--- src/rtl/sipo_pkg.sv ---
// Shared types and sizing helpers for the serial-in, parallel-out deframer.
package sipo_pkg;

  typedef enum logic {HUNT, ASSEM} sipo_state_e;

  function automatic int cnt_width(input int data_width);
    return $clog2(data_width);
  endfunction

endpackage

--- src/rtl/sipo_out_slot.sv ---
// One-entry valid/ready holding register; words that complete while it is full are dropped.
module sipo_out_slot #(
  parameter int DATA_WIDTH = 16
) (
  input  logic                  clk,
  input  logic                  resetn,
  input  logic                  load,
  input  logic [DATA_WIDTH-1:0] word,
  input  logic                  dout_ready,
  input  logic                  ovf_clr,
  output logic [DATA_WIDTH-1:0] dout,
  output logic                  dout_valid,
  output logic                  overflow
);

  logic drain;
  logic accept;

  assign drain  = dout_valid && dout_ready;
  assign accept = load && (!dout_valid || dout_ready);

  // A drop only happens when the slot is full and not draining; a drop beats a clear.
  always_ff @(posedge clk) begin
    if (!resetn) begin
      dout       <= '0;
      dout_valid <= 1'b0;
      overflow   <= 1'b0;
    end else begin
      if (accept) begin
        dout       <= word;
        dout_valid <= 1'b1;
      end else if (drain) begin
        dout_valid <= 1'b0;
      end
      if (load && !accept) begin
        overflow <= 1'b1;
      end else if (ovf_clr) begin
        overflow <= 1'b0;
      end
    end
  end

endmodule

--- src/rtl/sipo_deframer.sv ---
// Receive-side deframer: assembles LSB-first strobed bits into words and hands them to the output slot.
module sipo_deframer
  import sipo_pkg::*;
#(
  parameter int DATA_WIDTH = 16
) (
  input  logic                  clk,
  input  logic                  resetn,
  input  logic                  din,
  input  logic                  din_vld,
  input  logic                  din_sof,
  output logic [DATA_WIDTH-1:0] dout,
  output logic                  dout_valid,
  input  logic                  dout_ready,
  output logic                  misalign,
  output logic                  overflow,
  input  logic                  ovf_clr
);

  localparam int CW = cnt_width(DATA_WIDTH);
  localparam logic [CW-1:0] LAST = CW'(DATA_WIDTH - 1);
  localparam logic [CW-1:0] ONE  = CW'(1);

  sipo_state_e           state;
  logic [CW-1:0]         cnt;
  // Bit 0 of the shift register is always shifted out before a word completes, so it is not stored.
  logic [DATA_WIDTH-1:1] sreg;
  logic [DATA_WIDTH-1:0] shifted;
  logic                  word_done;

  assign shifted   = {din, sreg};
  assign word_done = (state == ASSEM) && din_vld && !din_sof && (cnt == LAST);

  always_ff @(posedge clk) begin
    if (!resetn) begin
      state    <= HUNT;
      cnt      <= '0;
      sreg     <= '0;
      misalign <= 1'b0;
    end else begin
      misalign <= 1'b0;
      if (din_vld) begin
        case (state)
          HUNT: begin
            if (din_sof) begin
              sreg  <= shifted[DATA_WIDTH-1:1];
              cnt   <= ONE;
              state <= ASSEM;
            end
          end
          ASSEM: begin
            sreg <= shifted[DATA_WIDTH-1:1];
            // A start marker anywhere but a word boundary throws away the partial word.
            if (din_sof) begin
              cnt      <= ONE;
              misalign <= (cnt != '0);
            end else if (cnt == LAST) begin
              cnt <= '0;
            end else begin
              cnt <= cnt + ONE;
            end
          end
          default: state <= HUNT;
        endcase
      end
    end
  end

  sipo_out_slot #(
    .DATA_WIDTH(DATA_WIDTH)
  ) u_out_slot (
    .clk       (clk),
    .resetn    (resetn),
    .load      (word_done),
    .word      (shifted),
    .dout_ready(dout_ready),
    .ovf_clr   (ovf_clr),
    .dout      (dout),
    .dout_valid(dout_valid),
    .overflow  (overflow)
  );

endmodule
--- config.mk ---
export PLATFORM = sky130hd
export DESIGN_NAME = sipo_deframer
export DESIGN_NICKNAME = d
export VERILOG_FILES = /design/src/rtl/sipo_pkg.sv /design/src/rtl/sipo_out_slot.sv /design/src/rtl/sipo_deframer.sv
export SDC_FILE = /design/constraint.sdc
export NUM_CORES = 1
export LEC_CHECK = 0
export ABC_AREA = 1
export CORE_UTILIZATION = 41
export CTS_BUF_LIST = sky130_fd_sc_hd__clkbuf_8
export DETAILED_ROUTE_END_ITERATION = 7
export SYNTH_ARGS = -nofsm -noshare
export SYNTH_HDL_FRONTEND = slang
export SYNTH_HIERARCHICAL = 1
export SYNTH_SLANG_ARGS = --single-unit
--- constraint.sdc ---
create_clock -name clk -period 1.4 [get_ports clk]
set_input_delay 0.42 -clock clk [delete_from_list [all_inputs] [get_ports clk]]
set_output_delay 0.42 -clock clk [all_outputs]
set_load 0.005 [all_outputs]
* Word-level counts from Yosys, hierarchy flattened
Index checks and enable logic that the tools add are counted.
Storage, ports and cells: input bits 7, memories 0, latch bits 0, bits in registers 39, bits in read-only memories 0, memory bits (writable) 0, word-level logic and storage cells 38, output and inout bits 19
Cells by class: reduce and logical (&&, ||, !) cells 15, add/subtract/negate cells 1, multiply operators 0, div/mod/pow operators 0, magnitude comparators 0, bitwise operators 1, eq/ne operators 2, shift-type cells 0, mux-type cells 12
Operators by type and width (number):
- case mux 15 bit (2 select lines) | 1
- two-way mux 15 bit | 1
- two-way mux 4 bit | 3
- case mux 4 bit (2 select lines) | 1
- logical AND 1 bit | 6
- two-way mux 1 bit | 6
- adder 4 x 1 -> 4 bit, second input constant | 1
- equality test 4 bit, second input constant | 1
- AND reduction 4 bit | 1
- nonzero test 2 bit | 2
- nonzero test 4 bit | 1
- zero test 1 bit | 3
- != test 2 bit, second input constant | 1
- AND reduction 2 bit | 1
- logical OR 1 bit | 1
- NOT 1 bit | 1

* Depth between registers and ports, before layout
depth in word-level cells 7, mapped depth 8, mapped depth without buffers 6

* Cells and area by module
Netlist, hierarchy kept.
By module, submodules not included:
- sipo_deframer | cells an instance 111, times used 1, sequential area each 420.4 µm², area an instance 889.6 µm²
- sipo_out_slot | cells an instance 116, times used 1, sequential area each 360.3 µm², area an instance 847.1 µm²

* Worst setup path after synthesis
Ideal clock, no wire load.
path kind register to register, from register cnt[0], to register u_out_slot.dout[11], period minus slack after synthesis 1.328 ns, setup slack 0.072 ns, buffers on the path 2, required time 1.285 ns, arrival 1.213 ns, cell stages (with the launch flop) 9, setup time 0.115 ns, cell sequence dfxtp_1 > ha_1 > nand2_1 > nor3_1 > buf_4 > buf_6 > nand3_1 > nand2_1 > nor2_1
Between the ends: word-level cells in the longest chain between the ends 3
RTL lines:
- start, declared | line sipo_deframer.sv:25 | logic [CW-1:0] cnt;
- start signal, assigned | line sipo_deframer.sv:60 | cnt <= cnt + ONE;
- equality test 4 bit | line sipo_deframer.sv:32 | assign word_done = (state == ASSEM) && din_vld && !din_sof && (cnt == LAST);
- logical AND 1 bit | line sipo_deframer.sv:32
- named net word_done | line sipo_deframer.sv:29 | logic word_done;
- logical AND 1 bit | line sipo_out_slot.sv:20 | assign accept = load && (!dout_valid || dout_ready);
- end signal, assigned | line sipo_out_slot.sv:30 | dout <= word;
- end, declared | line sipo_out_slot.sv:11 | output logic [DATA_WIDTH-1:0] dout,
The timed path passes the listed nets, and every way through them passes these cells. A chain may end at the register's enable or synchronous reset.

* Worst setup path after layout
from register cnt[1], to register u_out_slot.dout[5]
Same word-level chain as after synthesis.

==> run_results.csv <==
group,metric,value,unit
logic_synthesis,synth_top_family_by_area,"simple AND/OR/NAND/NOR gates",
logic_synthesis,ys_warn_count,6,
grt,grt_antenna_before_repair,0,
logic_synthesis,synth_compound_area_share,11.2,%
min_path,hp-class,"reg -> reg",
floorplan,core,0.00403,mm2
cts,clock_latency,0.29,ns
route,drt-total-wl,3.54,mm
cells_and_area,fin_nets,278,
setup_path,startpoint_type,"flop",
logic_synthesis,synth_most_common_cell,"nor2_1",
place,gp_congestion,0.791,
cts,cts_buffers,5,
power_and_ir_drop,p_per_area,1090,mW/mm2
floorplan,die_h,67.1,um
timing,hold_viol_final,0,
cells_and_area,n_antenna_cell,0,
timing,finClkSkew,0.00865,ns
timing,post-route-period-util,99.7,%
setup_path,worst_path_largest_cell_delay,0.36,ns
power_and_ir_drop,ir_drop,486,uV
cells_and_area,final_layout_size_suffix_gt1_share,27.0,%
logic_synthesis,synth_edf_count,0,
logic_synthesis,avgSynthCellArea,7.65,um2
floorplan,io_pins,26,
status,status,"complete, no violations",
grt,grt.total_usage,18.4,%
route,final_antenna_net_count,0,
logic_synthesis,synthMuxAreaShare,0,%
logic_synthesis,synth_xor_area_share,0,%
timing,fmax,716,MHz
setup_path,crit_slowest_cell,"dfxtp_2",
logic_synthesis,synth-simple-area-share,27.9,%
setup_path,crit_chain,"ha_4 > nand2_4 > nor3_4 > buf_6 > buf_6 > nand3_1 > nand2_1 > nor2_1",
cts,cts_max_path_buffers,2,
setup_path,worstPathRequired,1.60,ns
grt,gr-total-overflow,0,
timing,worst_slew_pin_slew,0.371,ns
floorplan,start_util,43.1,%
cells_and_area,final_cell_area,0.00233,mm2
logic_synthesis,synth_fa_ha_area_share,1.44,%
route,drt-initial-drc-count,75,
grt,grt_pass1_vias,1379,
timing,rsz0062_at_grt,"yes",
cells_and_area,fillers,384,
floorplan,die-area,0.00450,mm2
grt,grt_max_degree,36,
route,via_count,1500,
logic_synthesis,yosysTopAreaCell,"dfxtp_1",
cts,cts_max_level,2,
route,dr.pass1.iters,4,
place,numPortBuffers,25,
cells_and_area,syn2layout_area_growth,34.4,%
timing,slew_headroom,75.2,%
floorplan,die_w,67.1,um
flow_run,drv_cap,0,
logic_synthesis,syn_area,0.00174,mm2
timing,timing.final.max_slew_violations,0,
cts,cts_hold_buf,0,
logic_synthesis,synth_nets,236,
grt,grt_pass1_wl,6.13,mm
logic_synthesis,synth-main-ff-cell,"dfxtp_1",
setup_path,worst-path-max-fanout,5,
logic_synthesis,yosysTopAreaCellShare,45.0,%
place,placed_cell_area,0.00206,mm2
route,vias_per_cell,4.69,
logic_synthesis,synth_top_cells_by_count,"nor2_1 (40), dfxtp_1 (39), inv_1 (28)",
timing,setup_viol,0,
cts,cts_tree,"yes",
logic_synthesis,ys_ff_latch,39,
route,drc,0,
place,place_hpwl,2.11,mm
logic_synthesis,post_synth_inst_count,227,
cts,cts_sinks,39,
logic_synthesis,ys_top_cells_by_area,"dfxtp_1 (45%), nor2_1 (8.6%), a21oi_1 (6.1%)",
setup_path,crit_top_cell,"buf_6",
setup_path,end_kind,"flop",
floorplan,rows,23,
cts,clk_pin_slew,0.08,ns
logic_synthesis,ys_seq_area_share,45.0,%
cts,cts-root-buf,"clkbuf_8",
place,place_inst,303,
setup_path,worst_ep_arrival_time,1.59,ns
route,wl_per_cell,11.1,um
setup_path,worst-setup-path-type,"reg -> reg",
logic_synthesis,ys_types,22,
power_and_ir_drop,leakagePower,0.00111,uW
cells_and_area,fin_cells,320,
timing,period_needed,1.40,ns
logic_synthesis,ys_async_sr_fraction,0,%
path summary, 6_finish.rpt:
check / start / end / slack (ns) / cells after the start
hold / removal: u_out_slot/overflow / u_out_slot/overflow / 0.46 / 2
hold reg to reg: u_out_slot/overflow / u_out_slot/overflow / 0.46 / 2
setup / recovery: cnt[1] / u_out_slot/dout[5] / 0.004 / 8
setup reg to reg: cnt[1] / u_out_slot/dout[5] / 0.004 / 8
layer usage:
| metal | vias to the layer above | track usage (%) | wire (um) |
|---|---|---|---|
| li1 | 795 | - | - |
| met1 | 680 | 23.0 | 1750 |
| met2 | 19 | 29.1 | 1630 |
| met3 | 6 | 3.60 | 92 |
| met4 | 0 | 10.6 | 70 |
| met5 | - | 0 | 0 |
power breakdown:
part	switching, uW	internal [uW]
clock	418	711
sequential	35.6	1150
combinational	120	104
what timing repair did:
item	in CTS	in global routing
cloned	3	0
gates resized for setup	49	9
setup buffers	5	2
hold endpoints to repair	0	0
pin swaps	7	14
endpoints found under the setup margin	36	17
stage by stage:
step	hold slack [ns]	TNS [ns]	setup slack [ns]	total power, uW	utilization, %
after floorplan	0.456	0	0.0721	1360	-
after global placement	0.451	-10.69	-0.359	1430	51.1
after detailed placement	0.459	-11.20	-0.393	1430	51.1
after CTS	0.467	0	0.000608	2550	57.0
after global routing	0.488	-0.590	-0.0554	2650	58.0
final	0.463	0	0.00383	2540	58.0
critical path, delay by kind of cell (launching register included):
family	cells	cell delay, ns
adders and majority gates	1	0.15
DFF	1	0.36
buffers and inverters	2	0.26
and+or+nand+nor	5	0.53
layout by cell type (no fill, tap or decap):
| cell | count |
|---|---|
| inv_6 | 1 |
| dfxtp_2 | 15 |
| nand3_2 | 4 |
| nor2_4 | 1 |
| bufinv_16 | 2 |
| nor2_1 | 40 |
| ha_1 | 1 |
| nor3_1 | 1 |
| buf_6 | 6 |
| inv_1 | 28 |
| o21ai_0 | 16 |
| dlygate4sd2_1 | 21 |
| clkinvlp_4 | 1 |
| buf_4 | 14 |
| nand2_1 | 25 |
| clkdlybuf4s50_1 | 4 |
| nor3_4 | 1 |
| buf_12 | 3 |
| nand3_1 | 16 |
| clkbuf_8 | 5 |
| ha_4 | 1 |
| o21ai_1 | 2 |
| nand4_1 | 2 |
| nor2_2 | 10 |
| dfxtp_1 | 24 |
| a21oi_2 | 4 |
| nand2_2 | 2 |
| a21oi_1 | 17 |
| nand2_4 | 3 |
state kept, by name, summed over array words and instances (netlist names):
signal and flops:
u_out_slot/dout 16, sreg 15, cnt 4, misalign 1, state 1, u_out_slot/dout_valid 1, u_out_slot/overflow 1
cell type report:
type | count | area [um2] | area share (%)
clock inverter | 3 | 67.6 | 2.89
tap | 50 | 62.6 | 2.68
timing repair buffer | 48 | 457 | 19.6
inverter | 29 | 114 | 4.88
clock buffer | 5 | 68.8 | 2.95
multi-input combinational | 146 | 766 | 32.8
sequential | 39 | 800 | 34.2
kinds of logic after synthesis:
kind of cell,Yosys count
flip-flops,39
buffers and inverters,42
AND/OR/NAND/NOR,105
adder cells (fa/ha/maj),2
AO/OA/AOI/OAI,39
(Power assumes the default switching activity.)
